--- config.mk ---
export PLATFORM = sky130hd
export DESIGN_NAME = johnson_ring_counter
export DESIGN_NICKNAME = d
export VERILOG_FILES = /design/src/rtl/johnson_ring_counter_pkg.sv /design/src/rtl/johnson_ring_counter_dff_cell.sv /design/src/rtl/johnson_ring_counter.sv
export SDC_FILE = /design/constraint.sdc
export NUM_CORES = 1
export LEC_CHECK = 0
export ABC_CLOCK_PERIOD_IN_PS = 2200
export BUFFER_PORTS_ARGS = -buffer_cell sky130_fd_sc_hd__buf_2
export CORE_MARGIN = 5
export CORE_UTILIZATION = 30
export DETAILED_ROUTE_END_ITERATION = 10
export PLACE_DENSITY = 0.57
export SLEW_MARGIN = 20
export SYNTH_ARGS = -nofsm -noshare
export SYNTH_HDL_FRONTEND = slang
export SYNTH_SLANG_ARGS = --single-unit
--- constraint.sdc ---
create_clock -name clk -period 2.2 [get_ports clk]
set_clock_uncertainty 0.15 [all_clocks]
set_input_delay 0.11 -clock clk [delete_from_list [all_inputs] [get_ports clk]]
set_output_delay 0.11 -clock clk [all_outputs]
set_load 0.02 [all_outputs]
--- src/rtl/johnson_ring_counter_pkg.sv ---
// Shared encodings and width helpers for the Johnson / one-hot ring counter.
package johnson_ring_counter_pkg;

    typedef enum logic {
        MODE_RING    = 1'b0,
        MODE_JOHNSON = 1'b1
    } mode_e;

    typedef enum logic {
        DIR_UP   = 1'b0,
        DIR_DOWN = 1'b1
    } dir_e;

    // Phase spans 0..2N-1 in Johnson mode, which also covers the ring range 0..N-1.
    function automatic int unsigned phase_width(input int unsigned n);
        return $clog2(2 * n);
    endfunction

endpackage

--- src/rtl/johnson_ring_counter_dff_cell.sv ---
// Single-bit D flip-flop with asynchronous active-low reset; one per counter bit.
module dff_cell (
    input  logic clk_i,
    input  logic rst_ni,
    input  logic d_i,
    output logic q_o
);

    always_ff @(posedge clk_i or negedge rst_ni) begin
        if (!rst_ni) begin
            q_o <= 1'b0;
        end else begin
            q_o <= d_i;
        end
    end

endmodule

--- src/rtl/johnson_ring_counter.sv ---
// N-bit shift counter running as a Johnson or one-hot ring counter, with load,
// direction control, illegal-state correction and a decoded phase index.
module johnson_ring_counter
    import johnson_ring_counter_pkg::*;
#(
    parameter  int unsigned N  = 4,
    localparam int unsigned PW = phase_width(N)
) (
    input  logic          clk,
    input  logic          rst,
    input  logic          en,
    input  logic          mode,
    input  logic          dir,
    input  logic          load,
    input  logic [N-1:0]  load_val,
    output logic [N-1:0]  q,
    output logic [PW-1:0] phase,
    output logic          legal,
    output logic          wrap,
    output logic          err
);

    logic [N-1:0]  q_q;
    logic [N-1:0]  q_d;
    logic          wrap_q;
    logic          wrap_d;
    logic          err_q;
    logic          err_d;

    logic          j_legal;
    logic [PW-1:0] j_phase;
    logic          r_legal;
    logic [PW-1:0] r_phase;
    logic [N-1:0]  lo_ones;
    logic [N-1:0]  hi_ones;
    logic [N-1:0]  onehot;

    logic          fb;
    logic [N-1:0]  step;
    logic          step_at_zero;

    for (genvar i = 0; i < N; i++) begin : g_bit
        dff_cell u_cell (
            .clk_i  (clk),
            .rst_ni (rst),
            .d_i    (q_d[i]),
            .q_o    (q_q[i])
        );
    end

    // Johnson decode: k ones filled from the LSB end give phase k, k ones
    // filled from the MSB end give phase 2N-k.
    always_comb begin
        j_legal = 1'b0;
        j_phase = '0;
        lo_ones = '0;
        hi_ones = '0;
        for (int unsigned k = 0; k <= N; k++) begin
            if (q_q == lo_ones) begin
                j_legal = 1'b1;
                j_phase = PW'(k);
            end
            if (k >= 1 && k <= N - 1 && q_q == hi_ones) begin
                j_legal = 1'b1;
                j_phase = PW'(2 * N - k);
            end
            if (k < N) begin
                lo_ones[k]         = 1'b1;
                hi_ones[N - 1 - k] = 1'b1;
            end
        end
    end

    always_comb begin
        r_legal = 1'b0;
        r_phase = '0;
        onehot  = N'(1);
        for (int unsigned i = 0; i < N; i++) begin
            if (q_q == onehot) begin
                r_legal = 1'b1;
                r_phase = PW'(i);
            end
            onehot = onehot << 1;
        end
    end

    always_comb begin
        if (mode == MODE_JOHNSON) begin
            legal = j_legal;
            phase = j_phase;
        end else begin
            legal = r_legal;
            phase = r_phase;
        end
    end

    always_comb begin
        if (dir == DIR_UP) begin
            fb   = (mode == MODE_JOHNSON) ? ~q_q[N-1] : q_q[N-1];
            step = {q_q[N-2:0], fb};
        end else begin
            fb   = (mode == MODE_JOHNSON) ? ~q_q[0] : q_q[0];
            step = {fb, q_q[N-1:1]};
        end
    end

    // A legal state always steps to a legal state, so phase 0 of the stepped
    // value is just the mode's origin pattern.
    assign step_at_zero = (mode == MODE_JOHNSON) ? (step == '0) : (step == N'(1));

    always_comb begin
        q_d    = q_q;
        wrap_d = 1'b0;
        err_d  = 1'b0;
        if (load) begin
            q_d = load_val;
        end else if (en) begin
            if (legal) begin
                q_d    = step;
                wrap_d = step_at_zero;
            end else begin
                q_d   = (mode == MODE_JOHNSON) ? '0 : N'(1);
                err_d = 1'b1;
            end
        end
    end

    always_ff @(posedge clk or negedge rst) begin
        if (!rst) begin
            wrap_q <= 1'b0;
            err_q  <= 1'b0;
        end else begin
            wrap_q <= wrap_d;
            err_q  <= err_d;
        end
    end

    assign q    = q_q;
    assign wrap = wrap_q;
    assign err  = err_q;

endmodule

* After elaboration in Yosys (flattened, before gate mapping)
Cells that the tools add are included.
** Cells by class
- Equal/unequal tests :: 10
- Mux-type cells :: 38
- Bitwise gates (word level) :: 2
- Reduce and logical (&&, ||, !) cells :: 3
** Operators by type and width (count)
- two-way mux 3 bit :: 9
- two-way mux 1 bit :: 25
- == test 4 bit (second input constant) :: 4
- two-way mux 4 bit :: 4
- == test 4 x 1 -> 1 bit (second input constant) :: 2
- == test 4 x 2 -> 1 bit (second input constant) :: 2
- == test 4 x 3 -> 1 bit (second input constant) :: 2
- zero test 4 bit :: 2
- inverter 1 bit :: 2
- nonzero test 2 bit :: 1
** Storage, ports and cells
- Register bits after elaboration :: 6
- Input bits :: 10
- Output and inout port bits :: 10
- Word-level logic and storage cells :: 59

* Logic depth before layout (Yosys ltp)
- Depth after elaboration :: 13
- Mapped depth :: 6
- Mapped depth without buffers :: 5

* By module
Synthesis repeated with hierarchy kept, for this count alone.
** Unflattened totals
- Cells, all modules :: 81
- Area total of the unflattened synthesis :: 631.9 um2
** Modules (own cells, without submodules)
- johnson_ring_counter :: times used 1, cells each 77, area an instance 531.8 um2, sequential area each 50.0 um2
- dff_cell :: times used 4, cells each 1, area an instance 25.0 um2, sequential area each 25.0 um2

* Worst setup path before layout
No wires, ideal clock.
- Path type :: register -> register
- From :: register g_bit[3].u_cell.q_o
- To :: register g_bit[2].u_cell.q_o
- Setup time :: 0.078 ns
- Data arrival time :: 1.421 ns
- Data required time :: 1.972 ns
- Path slack :: 0.552 ns
- Stages on the path, launching flop included :: 7
- Buffers on the path :: 1
- Period minus slack after synthesis :: 1.648 ns
- Path through :: dfrtp_1 buf_6 nor2_4 a21oi_2 a32oi_2 a311oi_1 a21oi_1
** On the way
- Longest elaborated chain between the ends :: 13
- Elaborated cells between the ends (all ways) :: 27
- Classes of those cells :: eq/ne (9); mux (17); reduce/logical (1)
** RTL lines
- start: declaration :: RTL line johnson_ring_counter_dff_cell.sv:6 : output logic q_o
- start signal: assignment :: RTL line johnson_ring_counter_dff_cell.sv:13 : q_o <= d_i;
- zero test 4 bit
- two-way mux 1 bit (2 in series) :: RTL line johnson_ring_counter.sv:59 : if (q_q == lo_ones) begin
- two-way mux 1 bit :: RTL line johnson_ring_counter.sv:63 : if (k >= 1 && k <= N - 1 && q_q == hi_ones) begin
- two-way mux 1 bit :: RTL line johnson_ring_counter.sv:59
- two-way mux 1 bit :: RTL line johnson_ring_counter.sv:63
- two-way mux 1 bit :: RTL line johnson_ring_counter.sv:59
- two-way mux 1 bit :: RTL line johnson_ring_counter.sv:63
- two-way mux 1 bit :: RTL line johnson_ring_counter.sv:59
- two-way mux 1 bit (*) :: RTL line johnson_ring_counter.sv:88 : if (mode == MODE_JOHNSON) begin
- via legal :: RTL line johnson_ring_counter.sv:18 : output logic legal,
- two-way mux 4 bit (*) :: RTL line johnson_ring_counter.sv:118 : if (legal) begin
- two-way mux 4 bit (*) :: RTL line johnson_ring_counter.sv:117 : end else if (en) begin
- two-way mux 4 bit (*) :: RTL line johnson_ring_counter.sv:115 : if (load) begin
- end signal: assignment :: RTL line johnson_ring_counter_dff_cell.sv:13
- end: declaration :: RTL line johnson_ring_counter_dff_cell.sv:6
Mark *: on every way through the listed nets, which the timed path passes. The rest lies on a longest branch. The select of a mux whose other input is x is not followed.
A chain may end at the register's enable or synchronous reset.

* Worst setup path after layout
- From :: register g_bit[1].u_cell.q_o
- To :: output port legal
** On the way
- Longest elaborated chain between the ends :: 10
- Elaborated cells between the ends (all ways) :: 23
- Classes of those cells :: eq/ne (9); mux (13); reduce/logical (1)
** RTL lines (RTL line)
- start: declaration :: johnson_ring_counter_dff_cell.sv:6
- start signal: assignment :: johnson_ring_counter_dff_cell.sv:13
- zero test 4 bit
- two-way mux 1 bit (2 in series) :: johnson_ring_counter.sv:59
- two-way mux 1 bit :: johnson_ring_counter.sv:63
- two-way mux 1 bit :: johnson_ring_counter.sv:59
- two-way mux 1 bit :: johnson_ring_counter.sv:63
- two-way mux 1 bit :: johnson_ring_counter.sv:59
- two-way mux 1 bit :: johnson_ring_counter.sv:63
- two-way mux 1 bit :: johnson_ring_counter.sv:59
- two-way mux 1 bit (*) :: johnson_ring_counter.sv:88
- end: declaration :: johnson_ring_counter.sv:18
Every way passes the cells marked *; elsewhere a longest branch is shown, timed or not.

==> flow_summary.yaml <==
status:
  outcome: "finished clean"
sta:
  post-route-min-period_ps: 1978
  slew_headroom_pct: 68.11
  setup-tns-final_ps: 0
  slew_violations: 0
  final_hold_viol_count: 0
  fmax_mhz: 505.6
  rsz0062_at_grt: "false"
  finalSetupViolations: 0
  min_period_over_period_pct: 89.90
  worst_slew_pin_slew_ps: 478.3
global_route:
  grt_pass1_wl_um: 2566
  grt_overflow: 0
  grt_pass1_vias: 609
  grt_max_degree: 17
  antenna_found_initial: 0
  track_usage_pct: 9.981
placed_design:
  portBuffers: 19
  hpwl_um: 1219
  gp_routability_congestion: 0.8370
drt:
  drtIter0Drc: 7
  route.detailed.drc: 0
  ant_nets: 0
  route.met2.wl_um: 808
  met3_length_um: 79
  wl_per_cell_um: 12.20
  num_vias: 653
  routed_wl_um: 1561
  drt-met1-wl_um: 652
  drt_pass1_iterations: 4
  dr.max_layer_used: "met4"
  viasPerCell: 5.102
floorplanning:
  die_x_um: 56.35
  floorplan.rows: 16
  start_util_pct: 32.19
  die_h_um: 56.35
  core_area_sq_um: 2002
  die-area_sq_um: 3175
  io_pins: 20
critical_path:
  critPathLaunchType: "flop"
  crit_required_ps: 1940
  cp_max_fo: 12
  r2r_cells: 5
  end_kind: "output pin"
  critical_path_arrival_ps: 1720
  critical_path_class: "flop to output pin"
layout:
  nFillCells: 218
  areaGrowthSynthToFinish_pct: 18.06
  drive_above_1_share_pct: 31.68
  finalCoreUtilization_pct: 38.00
  final_net_count: 113
  diodes: 0
yosys:
  synth-edff-count: 0
  synth_seq_area_share_pct: 23.30
  ys_async_sr_fraction_pct: 100.0
  synth.cell_area_sq_um: 644.4
  synthCells: 86
  synth_top_area_share_pct: 23.30
  synth-main-ff-cell: "dfrtp_1"
  yosysMostFrequentCell: "nor2_1"
  synth_area_leaders: "dfrtp_1, buf_4, nor2_1"
  ys_top_cells_by_count: "nor2_1, nand2_1, dfrtp_1"
  synth_nets: 96
  synth-seq-cells: 6
  synth_warnings: 0
  yosysTopAreaCell: "dfrtp_1"
  syn_avg_cell_area_sq_um: 7.493
  ys_types: 39
power:
  p_leak_uw: 0.0003391
  power.density_nw_per_um2: 566.9
  ir_drop_v: 0.0002418
cts:
  clk_latency_ps: 230
  root_buffer: "clkbuf_4"
  clk_path_buf_depth: 2
  cts_tree: "built"
  post_cts_buffers: 0
  cts_buffers: 3
  clock_sinks: 6
  cts_htree_levels: 1
  path_clk_slew_ps: 40
hold_path:
  min_path_type: "input port to flop"
  min_path_cells: 2
job:
  maxCapViolCount: 0
==> state kept, by name, indices dropped and copies added, names as in the netlist <==
register,flops
wrap,1
err,1
g_bit.u_cell.q_o,4
==> cell families after synthesis <==
group | share of synthesized area [%]
muxes | 1.553
buffers and inverters | 14.17
and+or+nand+nor | 30.88
xor gates and xnor gates | 1.359
AOI/OAI and AO/OA | 28.74
DFF | 23.30
==> worst max-delay path, stage by stage (launching register included) <==
cell,delay [ps]
dfrtp_1,550
nor2b_1,290
a21oi_2,100
a32oi_2,320
buf_2,230
==> area by class of cell <==
class	instances	area (sq um)	share of cell area [%]
multi-input combinational	65	402.9	52.96
sequential	6	151.4	19.90
timing repair buffer	23	135.1	17.76
tap	27	33.78	4.441
clock buffer	3	22.52	2.961
inverter	4	15.01	1.974
==> routing by layer <==
layer  vias up  track usage (%)
met5         -                0
met4         0            5.085
met3         2            2.064
met2        17            18.03
met1       302            10.85
li1        332                -
==> stage by stage <==
step	setup WS [ps]	std cells	hold slack [ps]	cell area (sq um)	power, uW
floorplan	551.8	86	-335.6	644.4	301.9
global placement	444.7	121	-214.7	696.9	334.1
detailed placement	368.5	121	-215.4	696.9	334.1
CTS	143.9	128	7.924	759.5	437.0
global route	91.00	128	36.15	760.7	467.5
finish	222.2	128	9.127	760.7	431.3
==> final timing paths <==
path	startpoint	to	slack, ps
min in group asynchronous	rst	g_bit[3].u_cell.q_o	80
max in group asynchronous	rst	g_bit[2].u_cell.q_o	1680
worst min register to register	g_bit[2].u_cell.q_o	wrap	520
worst max register to register	g_bit[1].u_cell.q_o	g_bit[2].u_cell.q_o	450
worst min-delay path	load	g_bit[2].u_cell.q_o	9
worst max-delay path	g_bit[1].u_cell.q_o	legal	220
==> power breakdown <==
part / leakage (uW) / internal [uW] / switching (uW)
logic: 0.000251 / 74.8 / 107
clock network: 0.0000138 / 61.2 / 32.1
registers: 0.0000746 / 121 / 34.9
total: 0.000339 / 257 / 174
==> cells in the final DEF, fill, tap and decap left out, types with 2 or more instances in the layout <==
master | synthesis | final
nor2_1 | 10 | 10
a31oi_1 | 5 | 5
dfrtp_1 | 6 | 5
o311ai_0 | 2 | 2
nand3_1 | 2 | 2
buf_2 | 1 | 19
dlygate4sd3_1 | 0 | 4
nor2b_1 | 2 | 2
nand2b_1 | 3 | 3
clkbuf_4 | 0 | 3
inv_1 | 3 | 3
o21ai_0 | 5 | 5
o21ai_1 | 3 | 3
nand2_1 | 7 | 7
a21oi_1 | 4 | 4
==> repair_timing <==
item,in CTS,in global routing
gates resized for setup,0,1
hold buffers,4,0
hold endpoints to repair,9,0
setup endpoints to repair,0,1
(Power assumes the default switching activity.)
